===== src/rtl/nb_iot_chest_pkg.sv =====
// Shared constants, select encodings and sequencer state type for the
// NB-IoT channel-estimation interpolation path.
package nb_iot_chest_pkg;

  localparam logic [1:0] SEL_DIV2 = 2'b00;
  localparam logic [1:0] SEL_EST3 = 2'b01;
  localparam logic [1:0] SEL_DIV1 = 2'b10;
  localparam logic [1:0] SEL_EST4 = 2'b11;

  localparam int unsigned NSC_DEF  = 12;
  localparam int unsigned NSYM_DEF = 14;
  localparam int unsigned SYM_SLOT = 7;
  localparam int unsigned RS_OFF0  = 5;
  localparam int unsigned RS_OFF1  = 6;

  typedef enum logic [2:0] {
    ST_IDLE,
    ST_SYM,
    ST_DREQ,
    ST_DWAIT,
    ST_EMIT,
    ST_DONE
  } seq_state_t;

  function automatic logic is_rs_sym(input logic [3:0] sym);
    int unsigned r;
    r = 32'(sym) % SYM_SLOT;
    return (r == RS_OFF0) || (r == RS_OFF1);
  endfunction

  function automatic logic in_slot1(input logic [3:0] sym);
    return 32'(sym) >= SYM_SLOT;
  endfunction

endpackage


===== src/rtl/interp_idx_cnt.sv =====
// Symbol/subcarrier position counter: sc runs fastest, sym advances when sc wraps.
module interp_idx_cnt
  import nb_iot_chest_pkg::*;
#(
  parameter int unsigned NSC  = NSC_DEF,
  parameter int unsigned NSYM = NSYM_DEF
) (
  input  logic       clk,
  input  logic       rst,
  input  logic       i_clr,
  input  logic       i_inc,
  output logic [3:0] o_sym,
  output logic [3:0] o_sc,
  output logic       o_last_sc,
  output logic       o_last_sym
);

  localparam logic [3:0] SC_LAST  = 4'(NSC - 1);
  localparam logic [3:0] SYM_LAST = 4'(NSYM - 1);

  logic [3:0] r_sym;
  logic [3:0] r_sc;

  assign o_sym      = r_sym;
  assign o_sc       = r_sc;
  assign o_last_sc  = (r_sc == SC_LAST);
  assign o_last_sym = (r_sym == SYM_LAST);

  always_ff @(posedge clk) begin
    if (rst || i_clr) begin
      r_sym <= '0;
      r_sc  <= '0;
    end else if (i_inc) begin
      if (o_last_sc) begin
        r_sc  <= '0;
        r_sym <= o_last_sym ? '0 : r_sym + 4'd1;
      end else begin
        r_sc <= r_sc + 4'd1;
      end
    end
  end

endmodule


===== src/rtl/interp_seq_ctrl.sv =====
// Subframe sequencer: walks symbols/subcarriers, launches the shared divider for
// non-RS symbols and presents each mux sample over a valid/ready handshake.
module interp_seq_ctrl
  import nb_iot_chest_pkg::*;
#(
  parameter int unsigned NSC  = NSC_DEF,
  parameter int unsigned NSYM = NSYM_DEF
) (
  input  logic       clk,
  input  logic       rst,
  input  logic       est_valid,
  input  logic       flush,
  output logic       div_start,
  output logic [3:0] div_sym,
  input  logic       div_done,
  output logic [1:0] sel,
  output logic       h_valid,
  input  logic       eq_ready,
  output logic [3:0] sym_idx,
  output logic [3:0] sc_idx,
  output logic       busy,
  output logic       sf_done
);

  seq_state_t r_state;
  logic       r_div_start;
  logic [3:0] r_div_sym;
  logic [1:0] r_sel;
  logic       r_h_valid;
  logic       r_busy;
  logic       r_sf_done;

  logic [3:0] w_sym;
  logic [3:0] w_sc;
  logic       w_last_sc;
  logic       w_last_sym;
  logic       w_xfer;
  logic       w_clr;
  logic       w_inc;

  assign w_xfer = (r_state == ST_EMIT) && r_h_valid && eq_ready;
  assign w_clr  = flush || ((r_state == ST_IDLE) && est_valid);
  assign w_inc  = w_xfer && !flush;

  interp_idx_cnt #(
    .NSC  (NSC),
    .NSYM (NSYM)
  ) u_idx_cnt (
    .clk        (clk),
    .rst        (rst),
    .i_clr      (w_clr),
    .i_inc      (w_inc),
    .o_sym      (w_sym),
    .o_sc       (w_sc),
    .o_last_sc  (w_last_sc),
    .o_last_sym (w_last_sym)
  );

  always_ff @(posedge clk) begin
    if (rst) begin
      r_state     <= ST_IDLE;
      r_div_start <= 1'b0;
      r_div_sym   <= '0;
      r_sel       <= SEL_DIV2;
      r_h_valid   <= 1'b0;
      r_busy      <= 1'b0;
      r_sf_done   <= 1'b0;
    end else if (flush) begin
      // sel is left as-is on flush; only reset returns it to the idle code
      r_state     <= ST_IDLE;
      r_div_start <= 1'b0;
      r_h_valid   <= 1'b0;
      r_busy      <= 1'b0;
      r_sf_done   <= 1'b0;
    end else begin
      case (r_state)
        ST_IDLE: begin
          if (est_valid) begin
            r_state <= ST_SYM;
            r_busy  <= 1'b1;
          end
        end
        ST_SYM: begin
          // sel is chosen here so it is already stable while waiting on the divider
          if (is_rs_sym(w_sym)) begin
            r_state   <= ST_EMIT;
            r_h_valid <= 1'b1;
            r_sel     <= in_slot1(w_sym) ? SEL_EST4 : SEL_EST3;
          end else begin
            r_state     <= ST_DREQ;
            r_div_start <= 1'b1;
            r_div_sym   <= w_sym;
            r_sel       <= in_slot1(w_sym) ? SEL_DIV2 : SEL_DIV1;
          end
        end
        ST_DREQ: begin
          r_div_start <= 1'b0;
          r_state     <= ST_DWAIT;
        end
        ST_DWAIT: begin
          if (div_done) begin
            r_state   <= ST_EMIT;
            r_h_valid <= 1'b1;
          end
        end
        ST_EMIT: begin
          if (w_xfer && w_last_sc) begin
            r_h_valid <= 1'b0;
            if (w_last_sym) begin
              r_state   <= ST_DONE;
              r_sf_done <= 1'b1;
            end else begin
              r_state <= ST_SYM;
            end
          end
        end
        ST_DONE: begin
          r_sf_done <= 1'b0;
          r_busy    <= 1'b0;
          r_sel     <= SEL_DIV2;
          r_state   <= ST_IDLE;
        end
        default: r_state <= ST_IDLE;
      endcase
    end
  end

  assign div_start = r_div_start;
  assign div_sym   = r_div_sym;
  assign sel       = r_sel;
  assign h_valid   = r_h_valid;
  assign sym_idx   = w_sym;
  assign sc_idx    = w_sc;
  assign busy      = r_busy;
  assign sf_done   = r_sf_done;

endmodule


===== config.mk =====
export PLATFORM = sky130hd
export DESIGN_NAME = interp_seq_ctrl
export DESIGN_NICKNAME = d
export VERILOG_FILES = /design/src/rtl/nb_iot_chest_pkg.sv /design/src/rtl/interp_idx_cnt.sv /design/src/rtl/interp_seq_ctrl.sv
export SDC_FILE = /design/constraint.sdc
export NUM_CORES = 1
export LEC_CHECK = 0
export CAP_MARGIN = 40
export CORE_MARGIN = 3
export CORE_UTILIZATION = 39
export CTS_CLUSTER_SIZE = 16
export DETAILED_ROUTE_END_ITERATION = 7
export GPL_ROUTABILITY_DRIVEN = 0
export PLACE_DENSITY_LB_ADDON = 0.15
export SLEW_MARGIN = 0
export SYNTH_ARGS = -nofsm -noshare
export SYNTH_HDL_FRONTEND = slang
export SYNTH_SLANG_ARGS = --single-unit

===== constraint.sdc =====
create_clock -name clk -period 7.1 [get_ports clk]
set_input_delay 0.71 -clock clk [delete_from_list [all_inputs] [get_ports clk]]
set_output_delay 0.71 -clock clk [all_outputs]
set_load 0.01 [all_outputs]

==> After elaboration in Yosys (flattened, before gate mapping) <==
Index checks and enable logic that the tools add are counted.
{ "word_totals": {"reg_bits": 21, "word_cells": 77} }
{ "op_classes": {"n_addsub": 2, "div": 1, "order_cmp": 1, "n_eq_ne": 15, "muxes": 23, "bitwise": 2, "n_reduce_logical": 24} }
{ "ops": {"columns": ["op", "count"], "rows": [
  ["$eq A32 B3 Y1 const B", 2],
  ["$mod A4 B3 Y32 const B", 1],
  ["$mux W3", 5],
  ["$pmux W3 S5", 1],
  ["$reduce_and A3 Y1", 3],
  ["$add A4 B1 Y4 const B", 2],
  ["$eq A4 B4 Y1 const B", 2],
  ["$mux W4", 2],
  ["$ne A2 B2 Y1 const B", 4],
  ["$reduce_and A2 Y1", 4],
  ["$reduce_bool A2 Y1", 4],
  ["$mux W1", 7],
  ["$eq A3 B2 Y1 const B", 2],
  ["$eq A3 B3 Y1 const B", 2],
  ["$mux W2", 3],
  ["$pmux W1 S2", 3],
  ["$logic_and A1 B1 Y1", 5],
  ["$ge A4 B3 Y1 const B", 1],
  ["$ne A2 B1 Y1 const B", 2],
  ["$pmux W2 S2", 1],
  ["$reduce_and A4 Y1", 1],
  ["$eq A3 B1 Y1 const B", 1],
  ["$logic_not A3 Y1", 1],
  ["$logic_or A1 B1 Y1", 3],
  ["other kinds (5)", 6]
]} }

==> Logic depth before layout (Yosys ltp) <==
{ "logic_depth": {"ltp_word": 6, "mapped_depth": 12} }

==> Hierarchy <==
Synthesis repeated with hierarchy kept, for this count alone.
{ "hier_totals": {"cells_unflattened": 158, "area_unflattened_um2": 1417.6} }
{ "by_module_without_submodules": {"columns": ["mod", "n_inst", "cells_each", "area_each_um2", "seq_area_each_um2"], "rows": [
  ["interp_seq_ctrl", 1, 113, 998.5, 260.2],
  ["interp_idx_cnt", 1, 45, 419.2, 160.2]
]} }

==> Least setup slack after synthesis <==
Ideal clock, no wire load.
{ "synth_timing": {"path_type": "register -> register", "from": "reg u_idx_cnt.r_sym[0], in the netlist u_idx_cnt.o_sym[0]", "to": "reg r_div_start, in the netlist div_start", "arrival_ns": 2.490, "required_time_ns": 7.030, "slack_ns": 4.540, "path_stages_with_launch": 12, "path_buffers": 1, "cell_sequence": "dfxtp_1 -> clkbuf_1 -> nor2b_1 -> o21ai_0 -> nand2_1 -> o21ai_0 -> ha_1 -> xnor2_1 -> o2111a_1 -> o211a_4 -> or4b_1 -> a21oi_1"} }
{ "synth_between": {"elab_chain_len": 5} }
{ "synth_lines": {"columns": ["item", "line_no", "source"], "rows": [
  ["start, declared", "interp_idx_cnt.sv:21", "logic [3:0] r_sym;"],
  ["start signal, assigned", "interp_idx_cnt.sv:36", "r_sym <= o_last_sym ? '0 : r_sym + 4'd1;"],
  ["$mod A4 B3 Y32 *", "nb_iot_chest_pkg.sv:27", "r = 32'(sym) % SYM_SLOT;"],
  ["$eq A32 B3 Y1", "nb_iot_chest_pkg.sv:28", "return (r == RS_OFF0) || (r == RS_OFF1);"],
  ["$logic_or A1 B1 Y1 *", "nb_iot_chest_pkg.sv:28", null],
  ["$ne A2 B2 Y1 (no source line) *", null, null],
  ["$reduce_and A2 Y1 (no source line) *", null, null],
  ["end signal, assigned", "interp_seq_ctrl.sv:62", "r_div_start <= 1'b0;"],
  ["end signal, assigned", "interp_seq_ctrl.sv:71", "r_div_start <= 1'b0;"],
  ["end signal, assigned", "interp_seq_ctrl.sv:91", "r_div_start <= 1'b1;"],
  ["end, declared", "interp_seq_ctrl.sv:26", "logic r_div_start;"]
]} }
Every way passes the cells marked *; elsewhere a longest branch is shown, timed or not.
A chain may end at the register's enable or synchronous reset.

==> Worst setup path in the final report <==
{ "layout_timing": {"from": "reg u_idx_cnt.r_sym[1], in the netlist u_idx_cnt.o_sym[1]", "to": "reg r_div_start, in the netlist div_start"} }
The elaborated chain is that of the path after synthesis.

==> impl_metrics.env <==
export IMPL_grt_use_total_pct=14.5
export IMPL_synth_area_per_cell_um2=8.22
export IMPL_hold_viol_final=0
export IMPL_wl_um=2680
export IMPL_synth_seq_cells=21
export IMPL_die_width_um=62.8
export IMPL_slew_headroom_pct=64.0
export IMPL_startpoint="u_idx_cnt.o_sym[1]"
export IMPL_final_common_cell="clkdlybuf4s50_1"
export IMPL_vias=1114
export IMPL_n_antenna_cell=0
export IMPL_rsz0062_at_grt="false"
export IMPL_clock_sinks=21
export IMPL_met3_usage_pct=1.62
export IMPL_finClkSkew_ns=0.00220
export IMPL_first_pass_iters=4
export IMPL_synth_edf_count=0
export IMPL_synth_async_reset_ratio_pct=0
export IMPL_grt_pass1_wl_um=4750
export IMPL_htreeDepth=1
export IMPL_grt_use_met1_pct=19.3
export IMPL_crit_end="div_start"
export IMPL_busiest_layer="met2"
export IMPL_grt_util_met2_pct=23.8
export IMPL_grt_max_degree=16
export IMPL_r2r_start="u_idx_cnt.o_sym[1]"
export IMPL_final_cell_mix="clkdlybuf4s50_1 (23), dfxtp_1 (21), nor2_1 (16), nand2_1 (13), nand2b_1 (11)"
export IMPL_boundaryPins=24
export IMPL_dp_hpwl_um=2000
export IMPL_setup_tns_ns=0
export IMPL_r2r_end="div_start"
export IMPL_drive_above_1_share_pct=5.81
export IMPL_arrival_ns=3.22
export IMPL_rows=19
export IMPL_cap_violations=0
export IMPL_grt_overflow=0
export IMPL_cp_required_ns=7.35
export IMPL_nets=183
export IMPL_fin_hold_ws_ns=0.481
export IMPL_antenna_left=0
export IMPL_portBuffers=23
export IMPL_netlist_area_mm2=0.00126
export IMPL_min_path_type="flip-flop to flip-flop"
export IMPL_syn_to_final_growth_pct=21.1
export IMPL_synth_cell_types=43
export IMPL_worstSetupPathType="flip-flop to flip-flop"
export IMPL_cts_buffer_depth=2
export IMPL_worst_slew_pin_slew_ns=0.539
export IMPL_slew_viol_final=0
export IMPL_ir_drop_mv=0.0921
export IMPL_start_util_pct=43.4
export IMPL_cts_root_buf="clkbuf_4"
export IMPL_cts_tree="built"
export IMPL_reg2reg_depth=10
export IMPL_end_kind="flip-flop"
export IMPL_die_area_mm2=0.00394
export IMPL_critPathMaxFanout=15
export IMPL_post_cts_resized=0
export IMPL_ys_warn_count=0
export IMPL_core_mm2=0.00290
export IMPL_drc=0
export IMPL_synth_ff_type="dfxtp_1"
export IMPL_yosysSeqAreaShare_pct=33.4
export IMPL_clk_insertion_delay_late_ns=0.30
export IMPL_chipHeight_um=62.8
export IMPL_fmax_mhz=337
export IMPL_first_global_vias=1047
export IMPL_syn_nets=163
export IMPL_cts_inserted_buffers=3
export IMPL_status="finished, final reports clean"
export IMPL_synthCells=153
export IMPL_power_density_mw_per_mm2=127
export IMPL_finalSetupViolations=0
export IMPL_routedWlPerCell_um=12.5
export IMPL_viasPerCell=5.21
export IMPL_dp_cells=210
export IMPL_ctsHoldBuffers=0
export IMPL_reg2reg_slack_ns=4.13
export IMPL_cts_clk_slew_worst_paths_ns=0.11
export IMPL_startpoint_type="flip-flop"
export IMPL_first_iter_violations=87
export IMPL_period_share_pct=41.8
export IMPL_min_period_ns=2.97
export IMPL_p_leak_nw=0.515
export IMPL_antenna_found_initial=0
export IMPL_postCtsSetupBuffers=0
export IMPL_layout_cells_non_filler=214
where the power goes:
part | leakage, nW | switching (mW) | internal (mW) | total [mW]
registers | 0.170 | 0.00146 | 0.119 | 0.120
clock network | 0.0150 | 0.0360 | 0.0219 | 0.0580
logic | 0.331 | 0.00712 | 0.00768 | 0.0148
synthesized netlist by cell type, types with 2 or more instances:
| cell type | instances | share of area [%] |
|---|---|---|
| inv_1 | 5 | 1.5 |
| a21oi_1 | 10 | 4.0 |
| o211ai_1 | 2 | 1.2 |
| a31oi_1 | 2 | 0.99 |
| a311oi_1 | 2 | 1.4 |
| clkbuf_1 | 4 | 1.2 |
| nand2_1 | 13 | 3.9 |
| mux2i_1 | 7 | 5.6 |
| a211oi_1 | 3 | 1.8 |
| nand3b_1 | 3 | 1.8 |
| nor3b_1 | 2 | 1.2 |
| nand2b_1 | 11 | 5.5 |
| nor2b_1 | 4 | 2.0 |
| nor3_1 | 2 | 0.80 |
| dfxtp_1 | 21 | 33 |
| or2_2 | 2 | 0.99 |
| o21ai_1 | 2 | 0.80 |
| nand3_1 | 3 | 1.2 |
| nor2_1 | 16 | 4.8 |
| ha_1 | 4 | 4.0 |
| xor2_1 | 2 | 1.4 |
| buf_2 | 2 | 0.80 |
| o21ai_0 | 10 | 4.0 |
| xnor2_1 | 2 | 1.4 |
through the flow:
step | cell area (um^2) | power [mW] | worst slack (ns) | utilization (%)
after floorplan | 1260 | 0.131 | 4.54 | -
after global placement | 1500 | 0.138 | 4.28 | 51.6
after detailed placement | 1500 | 0.138 | 4.14 | 51.6
after CTS | 1520 | 0.197 | 4.11 | 52.5
after global routing | 1520 | 0.206 | 3.90 | 52.5
final | 1520 | 0.193 | 4.13 | 52.5
routing by layer:
layer	share of wire [%]	up-vias
li1	-	579
met1	46	510
met2	49	21
met3	3.3	4
met4	1.4	0
met5	0	-
cell type report:
type,instances,area [um^2]
clock buffer,4,26.3
fill,308,1380
inverter,5,18.8
multi-input combinational,119,774
sequential,21,420
tap,42,52.6
timing repair buffer,23,230
critical path, stage by stage (launching register included):
cell      delay (ns)
dfxtp_1         0.68
ha_1            0.36
o21ai_0         0.13
nand2_1         0.09
o21ai_0         0.09
ha_1            0.31
xnor2_1         0.14
o2111a_1        0.26
o211a_4         0.26
or4b_1          0.47
a21oi_1         0.12
state kept, by name, summed over array words and instances (netlist names):
name,count
div_sym,4
u_idx_cnt.o_sc,4
u_idx_cnt.o_sym,4
r_state,3
sel,2
busy,1
div_start,1
h_valid,1
sf_done,1
how the worst min path moves through the flow:
| stage | depth (start not counted) | slack, ns | end | from |
|---|---|---|---|---|
| 2_1_floorplan | 2 | 0.49 | div_sym[0] | div_sym[0] |
| 3_3_place_gp | 2 | 0.46 | div_sym[3] | div_sym[3] |
| 3_5_place_dp | 2 | 0.47 | div_sym[3] | div_sym[3] |
| 4_1_cts | 2 | 0.48 | div_sym[3] | div_sym[3] |
| 5_1_grt | 2 | 0.50 | div_sym[3] | div_sym[3] |
| 6_report | 2 | 0.48 | div_sym[3] | div_sym[3] |
cell families (layout without fill, tap and decap cells):
logic type	after synthesis	count (layout)	synth area share (%)
AO/OA/AOI/OAI	38	38	20.2
XOR/XNOR	4	4	2.79
adder cells (fa/ha/maj)	4	4	3.98
buffers and inverters	13	32	4.98
flip-flops	21	21	33.4
multiplexers	7	7	5.57
AND/OR/NAND/NOR	66	66	29.1
Power figures use the tool's default switching activity.
